$ cat config.mk
export PLATFORM = sky130hd
export DESIGN_NAME = priv_trap_reporter
export DESIGN_NICKNAME = d
export VERILOG_FILES = /design/src/rtl/priv_trap_reporter.sv
export SDC_FILE = /design/constraint.sdc
export NUM_CORES = 1
export LEC_CHECK = 0
export BUFFER_PORTS_ARGS = -buffer_cell sky130_fd_sc_hd__buf_2
export CAP_MARGIN = 10
export CORE_MARGIN = 3
export CORE_UTILIZATION = 35
export DETAILED_ROUTE_END_ITERATION = 8
export MAX_ROUTING_LAYER = met4
export SETUP_SLACK_MARGIN = 0.5
export SLEW_MARGIN = 20
export SYNTH_ARGS = -nofsm -noshare
export SYNTH_HDL_FRONTEND = slang
export SYNTH_SLANG_ARGS = --single-unit
$ cat constraint.sdc
create_clock -name CLK -period 3.2 [get_ports CLK]
set_input_delay 0.64 -clock CLK [delete_from_list [all_inputs] [get_ports CLK]]
set_output_delay 0.64 -clock CLK [all_outputs]
set_load 0.05 [all_outputs]
$ cat src/rtl/priv_trap_reporter.sv
// priv_trap_reporter: reports one prioritised trap per mem-stage event to the priv unit, then redirects and flushes.
module priv_trap_reporter #(
  parameter int WORD_SIZE    = 32,
  parameter int FLUSH_CYCLES = 2,
  parameter int RESP_TIMEOUT = 15
) (
  input  logic                 CLK,
  input  logic                 RST,
  input  logic                 mem_valid,
  input  logic [WORD_SIZE-1:0] mem_pc,
  input  logic [WORD_SIZE-1:0] mem_badaddr,
  input  logic [12:0]          mem_exc,
  input  logic                 mem_mret,
  input  logic                 mem_sret,
  input  logic                 intr,
  input  logic                 insert_pc,
  input  logic [WORD_SIZE-1:0] priv_pc,
  output logic [11:0]          fault_o,
  output logic                 mret_o,
  output logic                 sret_o,
  output logic [WORD_SIZE-1:0] epc,
  output logic [WORD_SIZE-1:0] badaddr,
  output logic                 pipe_clear,
  output logic                 mem_stall,
  output logic                 redirect_valid,
  output logic [WORD_SIZE-1:0] redirect_pc,
  output logic                 flush,
  output logic                 resp_err
);
  typedef enum logic [1:0] {IDLE, REPORT, WAIT, FLUSH} state_t;
  state_t state_q, state_d;
  logic [WORD_SIZE-1:0] epc_q, epc_d, bad_q, bad_d, tgt_q, tgt_d;
  logic [11:0] fault_q, fault_d, sel;
  logic mret_q, mret_d, sret_q, sret_d, err_q, err_d, exc, evt;
  logic [3:0] cnt_q, cnt_d;
  logic [7:0] fcnt_q, fcnt_d;
  logic unused_rsvd;
  assign unused_rsvd = mem_exc[0];
  assign exc = |mem_exc[12:1];
  assign evt = mem_valid & (exc | mem_mret | mem_sret | intr);
  // Ascending scan so the highest-numbered flag (brk) wins
  always_comb begin
    sel = '0;
    for (int i = 1; i < 13; i++)
      if (mem_exc[i]) begin
        sel = '0;
        sel[i-1] = 1'b1;
      end
  end
  always_comb begin
    state_d = state_q;
    epc_d   = epc_q;
    bad_d   = bad_q;
    tgt_d   = tgt_q;
    fault_d = fault_q;
    mret_d  = mret_q;
    sret_d  = sret_q;
    err_d   = err_q;
    cnt_d   = cnt_q;
    fcnt_d  = fcnt_q;
    case (state_q)
      IDLE: if (evt) begin
        state_d = REPORT;
        epc_d   = mem_pc;
        bad_d   = exc ? mem_badaddr : '0;
        fault_d = sel;
        mret_d  = !exc && mem_mret;
        sret_d  = !exc && !mem_mret && mem_sret;
      end
      REPORT: begin
        cnt_d   = '0;
        fcnt_d  = '0;
        tgt_d   = insert_pc ? priv_pc : tgt_q;
        state_d = insert_pc ? FLUSH : WAIT;
      end
      WAIT: if (insert_pc) begin
        tgt_d   = priv_pc;
        state_d = FLUSH;
      end else if (cnt_q == 4'(RESP_TIMEOUT - 1)) begin
        err_d   = 1'b1;
        tgt_d   = epc_q;
        state_d = FLUSH;
      end else cnt_d = cnt_q + 4'd1;
      FLUSH: if (fcnt_q == 8'(FLUSH_CYCLES - 1)) state_d = IDLE;
             else fcnt_d = fcnt_q + 8'd1;
      default: state_d = IDLE;
    endcase
  end
  always_ff @(posedge CLK) begin
    if (RST) begin
      state_q <= IDLE;
      epc_q   <= '0;
      bad_q   <= '0;
      tgt_q   <= '0;
      fault_q <= '0;
      mret_q  <= 1'b0;
      sret_q  <= 1'b0;
      err_q   <= 1'b0;
      cnt_q   <= '0;
      fcnt_q  <= '0;
    end else begin
      state_q <= state_d;
      epc_q   <= epc_d;
      bad_q   <= bad_d;
      tgt_q   <= tgt_d;
      fault_q <= fault_d;
      mret_q  <= mret_d;
      sret_q  <= sret_d;
      err_q   <= err_d;
      cnt_q   <= cnt_d;
      fcnt_q  <= fcnt_d;
    end
  end
  always_comb begin
    fault_o        = state_q == REPORT ? fault_q : '0;
    mret_o         = state_q == REPORT && mret_q;
    sret_o         = state_q == REPORT && sret_q;
    pipe_clear     = state_q == REPORT;
    epc            = state_q != IDLE ? epc_q : '0;
    badaddr        = state_q != IDLE ? bad_q : '0;
    mem_stall      = (state_q == IDLE && evt) || state_q == REPORT || state_q == WAIT;
    redirect_valid = state_q == FLUSH && fcnt_q == '0;
    redirect_pc    = redirect_valid ? tgt_q : '0;
    flush          = state_q == FLUSH;
    resp_err       = err_q;
  end
endmodule

=== Yosys cells after proc, flatten, opt, wreduce, memory -nomap -nowiden ===
Cells that the tools add are included.

* Register bits after elaboration: 125
* Bits of input ports: 116
* Output and inout port bits: 115
* Logic and storage cells: 84

* Add/sub/neg operators: 2
* Equality and inequality tests: 12
* Mux-type cells: 32
* Bitwise logic cells: 5
* Reductions and logical operators: 23

{| class="wikitable"
|+ Operators with widths
! kind !! count
|-
| 2-to-1 mux 32 bit || 7
|-
| 2-to-1 mux 12 bit || 12
|-
| case mux 32 bit (2 select lines) || 1
|-
| case mux 8 bit (2 select lines) || 1
|-
| AND reduction 3 bit || 4
|-
| OR reduction 12 bit || 1
|-
| != test 2 bit (second input constant) || 5
|-
| adder 8 x 1 -> 8 bit (second input constant) || 1
|-
| equality test 8 x 1 -> 1 bit (second input constant) || 1
|-
| logical NOT 8 bit || 1
|-
| 2-to-1 mux 2 bit || 4
|-
| 2-to-1 mux 4 bit || 2
|-
| 2-to-1 mux 8 bit || 1
|-
| case mux 2 bit (4 select lines) || 1
|-
| case mux 4 bit (2 select lines) || 1
|-
| logical AND 1 bit || 7
|-
| nonzero test 2 bit || 3
|-
| adder 4 x 1 -> 4 bit (second input constant) || 1
|-
| equality test 2 bit (second input constant) || 2
|-
| equality test 4 bit (second input constant) || 1
|-
| AND reduction 2 bit || 2
|-
| != test 3 bit (second input constant) || 1
|-
| bitwise OR 1 bit || 3
|-
| equality test 2 x 1 -> 1 bit (second input constant) || 1
|-
| other kinds (7) || 10
|}

=== Depth between registers and ports, before layout ===
* Word-level depth: 12
* Depth in mapped cells: 9
* Mapped depth without buffers: 7

=== Least setup slack after synthesis ===
OpenSTA, ideal clock, no wires.

* Path kind: in2out
* From: input mem_exc[12]
* To: output mem_stall
* Data arrival time: 2.399 ns
* Data required time: 2.560 ns
* Setup slack: 0.161 ns
* Cell stages on the path: 5
* Buffers on the path: 1
* Cells stage by stage: or4_4 -> nor3b_4 -> a31oi_1 -> buf_2 -> or3_1

* Cells in the longest elaborated chain, start to end: 8

{| class="wikitable"
|+ RTL lines
! what !! line !! RTL
|-
| from (decl) || 12 || <nowiki>input logic [12:0] mem_exc,</nowiki>
|-
| OR reduction 12 bit || 39 || <nowiki>assign exc = |mem_exc[12:1];</nowiki>
|-
| bitwise OR 1 bit (3 in series) || 40 || <nowiki>assign evt = mem_valid & (exc | mem_mret | mem_sret | intr);</nowiki>
|-
| bitwise AND 1 bit || 40 ||
|-
| logical AND 1 bit || 121 || <nowiki>mem_stall = (state_q == IDLE && evt) || state_q == REPORT || state_q == WAIT;</nowiki>
|-
| logical OR 1 bit (2 in series) || 121 ||
|-
| to (decl) || 24 || <nowiki>output logic mem_stall,</nowiki>
|}

No other way between the ends.

=== Final worst setup path ===
* From: input mem_exc[11]
* To: output mem_stall

Same word-level chain as after synthesis.

==> results.json <==
{
  "ys_seq_area_share_pct": 43.0,
  "grt_overflow": 0,
  "dr_total_vias": 5488,
  "antenna_found_initial": 0,
  "fin_crit_sh_pct": 88.5,
  "async_flop_share_pct": 0,
  "die_y_um": 135,
  "holdPathEnd": "bad_q[8]",
  "place.gp.congestion": 0.776,
  "ff2ff_setup_slack_ns": 0.87,
  "rr_worst_depth": 7,
  "comb_power_share_pct": 38.6,
  "dr.pass1.iters": 4,
  "layout_setup_ws_ns": 0.367,
  "swShare_pct": 40.7,
  "core_um2": 16100,
  "ys.flop_type": "dfxtp_1",
  "synthAdderAreaFrac_pct": 1.93,
  "synth-xor-area-share_pct": 1.05,
  "dieArea_um2": 18200,
  "synth_top_area_share_pct": 43.0,
  "cap_violations": 0,
  "power_switching_mw": 2.60,
  "slew_headroom_pct": 43.0,
  "clockPowerShare_pct": 29.4,
  "pwr-share-seq_pct": 32.0,
  "root_buffer": "clkbuf_16",
  "required_ns": 2.56,
  "mostFrequentLayoutCells": "buf_2, dfxtp_1, nand2_1",
  "r2r_end": "bad_q[11]",
  "synth_cell_type_count": 39,
  "synth_fp_nets": 847,
  "finClkSkew_ns": 0.00441,
  "hold_start": "bad_q[8]",
  "tritoncts": "built",
  "cts_inserted_buffers": 17,
  "clk_pin_slew_ns": 0.06,
  "grt_start_max_net_pins": 77,
  "rsz0062_at_grt": "yes",
  "clock_latency_ns": 0.41,
  "total_power_mw": 6.40,
  "numClockSinks": 125,
  "synth_compound_area_share_pct": 13.1,
  "critical_path_class": "input port to output port",
  "initialDrtViolationCount": 225,
  "end_kind": "output port",
  "power_leakage_nw": 3.61,
  "syn_to_final_growth_pct": 34.2,
  "synthSimpleGateAreaFrac_pct": 30.7,
  "r2r_start": "state_q[0]",
  "yosys_warnings": 0,
  "grt_usage_pct": 18.7,
  "detail_route.wl_per_cell_um": 14.7,
  "start_util_pct": 36.3,
  "outcome": "finished clean",
  "whs_ns": 0.446,
  "grt_pass1_wl_um": 26600,
  "route.detailed.drc": 0,
  "worstHoldPathCells": 2,
  "setup_tns_ns": 0,
  "viasPerCell": 4.74,
  "synthCells": 722,
  "synth_top_family_by_area": "simple AND/OR/NAND/NOR gates",
  "syn_area_um2": 5820,
  "worstPathArrival_ns": 2.19,
  "synth_edf_count": 0,
  "clk_path_buf_depth": 2,
  "htreeDepth": 4,
  "dp_slack_ns": 0.294,
  "path_max_fanout": 4,
  "mostFrequentLayoutCell": "buf_2",
  "holdBufCountCts": 0,
  "max_freq_mhz": 353,
  "io_buffer_count": 229,
  "hp-class": "flop to flop",
  "period_needed_ns": 2.83,
  "fin_nets": 1054,
  "start_kind": "input port",
  "power.density_nw_per_um2": 819,
  "synth_top_cell_by_area": "dfxtp_1",
  "ioPinCount": 231,
  "finalMaxSlewViolations": 0,
  "cell_internal_pwr_mw": 3.79,
  "synth.area.top_cells": "dfxtp_1, nand2_1, nor2b_1",
  "tightest_slew_ns": 0.856,
  "synth_area_per_cell_um2": 8.06,
  "num_antenna_cells": 0,
  "placementRows": 46,
  "die_x_um": 135,
  "synth_seq_cells": 125,
  "ant_nets": 0,
  "hold_violations": 0,
  "synthMuxAreaShare_pct": 5.67,
  "hpwl_um": 11400,
  "ir_drop_mv": 0.360,
  "drt-total-wl_um": 17000,
  "setup_viol": 0,
  "grt_pass1_vias": 5182,
  "drive_gt1_share_pct": 30.5
}
cell usage after synthesis (all sizes together) (2+ instances only):
cell,n
nor2b,65
a41oi,2
nor4,4
and4,2
nand2,118
dfxtp,125
a31oi,2
and3,3
a211oi,34
clkbuf,41
buf,14
nand4b,3
and2,46
nor2,54
nand4,5
a21oi,80
nor3b,2
xnor2,3
xor2,4
nand3,42
ha,9
inv,7
nand2b,6
nand3b,3
a311oi,2
a21o,2
mux2i,33
nor3,2
a31o,2
metal layers:
metal / up-vias / GRT usage, % / share of wire, %
li1: 2861 / - / -
met1: 2439 / 24.8 / 47
met2: 174 / 27.6 / 45
met3: 14 / 6.33 / 7.6
met4: 0 / 4.93 / 0.84
met5: - / - / 0
how the worst max path moves through the flow:
stage	end	startpoint	cells past startpoint
after floorplan	mem_stall	mem_exc[12]	5
after global placement	mem_stall	mem_exc[12]	6
after detailed placement	mem_stall	mem_exc[12]	6
after CTS	mem_stall	mem_exc[11]	6
after global routing	mem_stall	mem_exc[11]	6
final	mem_stall	mem_exc[11]	6
per-stage QoR:
| stage | std cells | util, % | area (µm²) |
|---|---|---|---|
| after floorplan | 722 | - | 5830 |
| after global placement | 1125 | 44.6 | 7170 |
| after detailed placement | 1125 | 44.6 | 7170 |
| after CTS | 1158 | 48.4 | 7770 |
| after global routing | 1158 | 48.6 | 7810 |
| final | 1158 | 48.6 | 7810 |
power by group through the flow:
| stage | combinational (mW) | clock [mW] | sequential, mW |
|---|---|---|---|
| final | 2.47 | 1.88 | 2.05 |
| after global routing | 2.71 | 2.00 | 2.09 |
| after CTS | 2.49 | 1.93 | 2.05 |
| after detailed placement | 2.45 | 0 | 2.08 |
| after global placement | 2.42 | 0 | 2.07 |
| after floorplan | 1.86 | 0 | 2.03 |
layout make-up:
cell class / instances / area (µm²)
Fill cell: 1626 / 8250
Multi-Input combinational cell: 535 / 3110
Sequential cell: 125 / 2500
Timing Repair Buffer: 243 / 1320
Clock buffer: 18 / 429
Tap cell: 216 / 270
Clock inverter: 14 / 145
Inverter: 7 / 26.3
timing repair:
item / CTS / global route
pin swaps: 2 / 1
gates resized for setup: 5 / 10
endpoints found under the setup margin: 41 / 93
buffers inserted: 1 / 0
cells by family (layout without fill, tap and decap cells):
family	after synthesis	count (layout)
compound gates	128	128
xor+xnor	7	7
fa+ha+maj	9	9
buf+inv	62	282
flops	125	125
mux	33	33
simple gates	358	358
critical path, stage by stage:
cell and delay (ns):
buf_2 0.12, or4_4 0.55, nor3b_4 0.26, a31oi_4 0.11, or3_4 0.35, buf_8 0.16
sequential cells by signal, indices dropped and copies added, names as in the netlist:
signal / flops
resp_err: 1
fcnt_q: 8
sret_q: 1
mret_q: 1
tgt_q: 32
fault_q: 12
cnt_q: 4
state_q: 2
bad_q: 32
epc_q: 32
(Power assumes the default switching activity.)
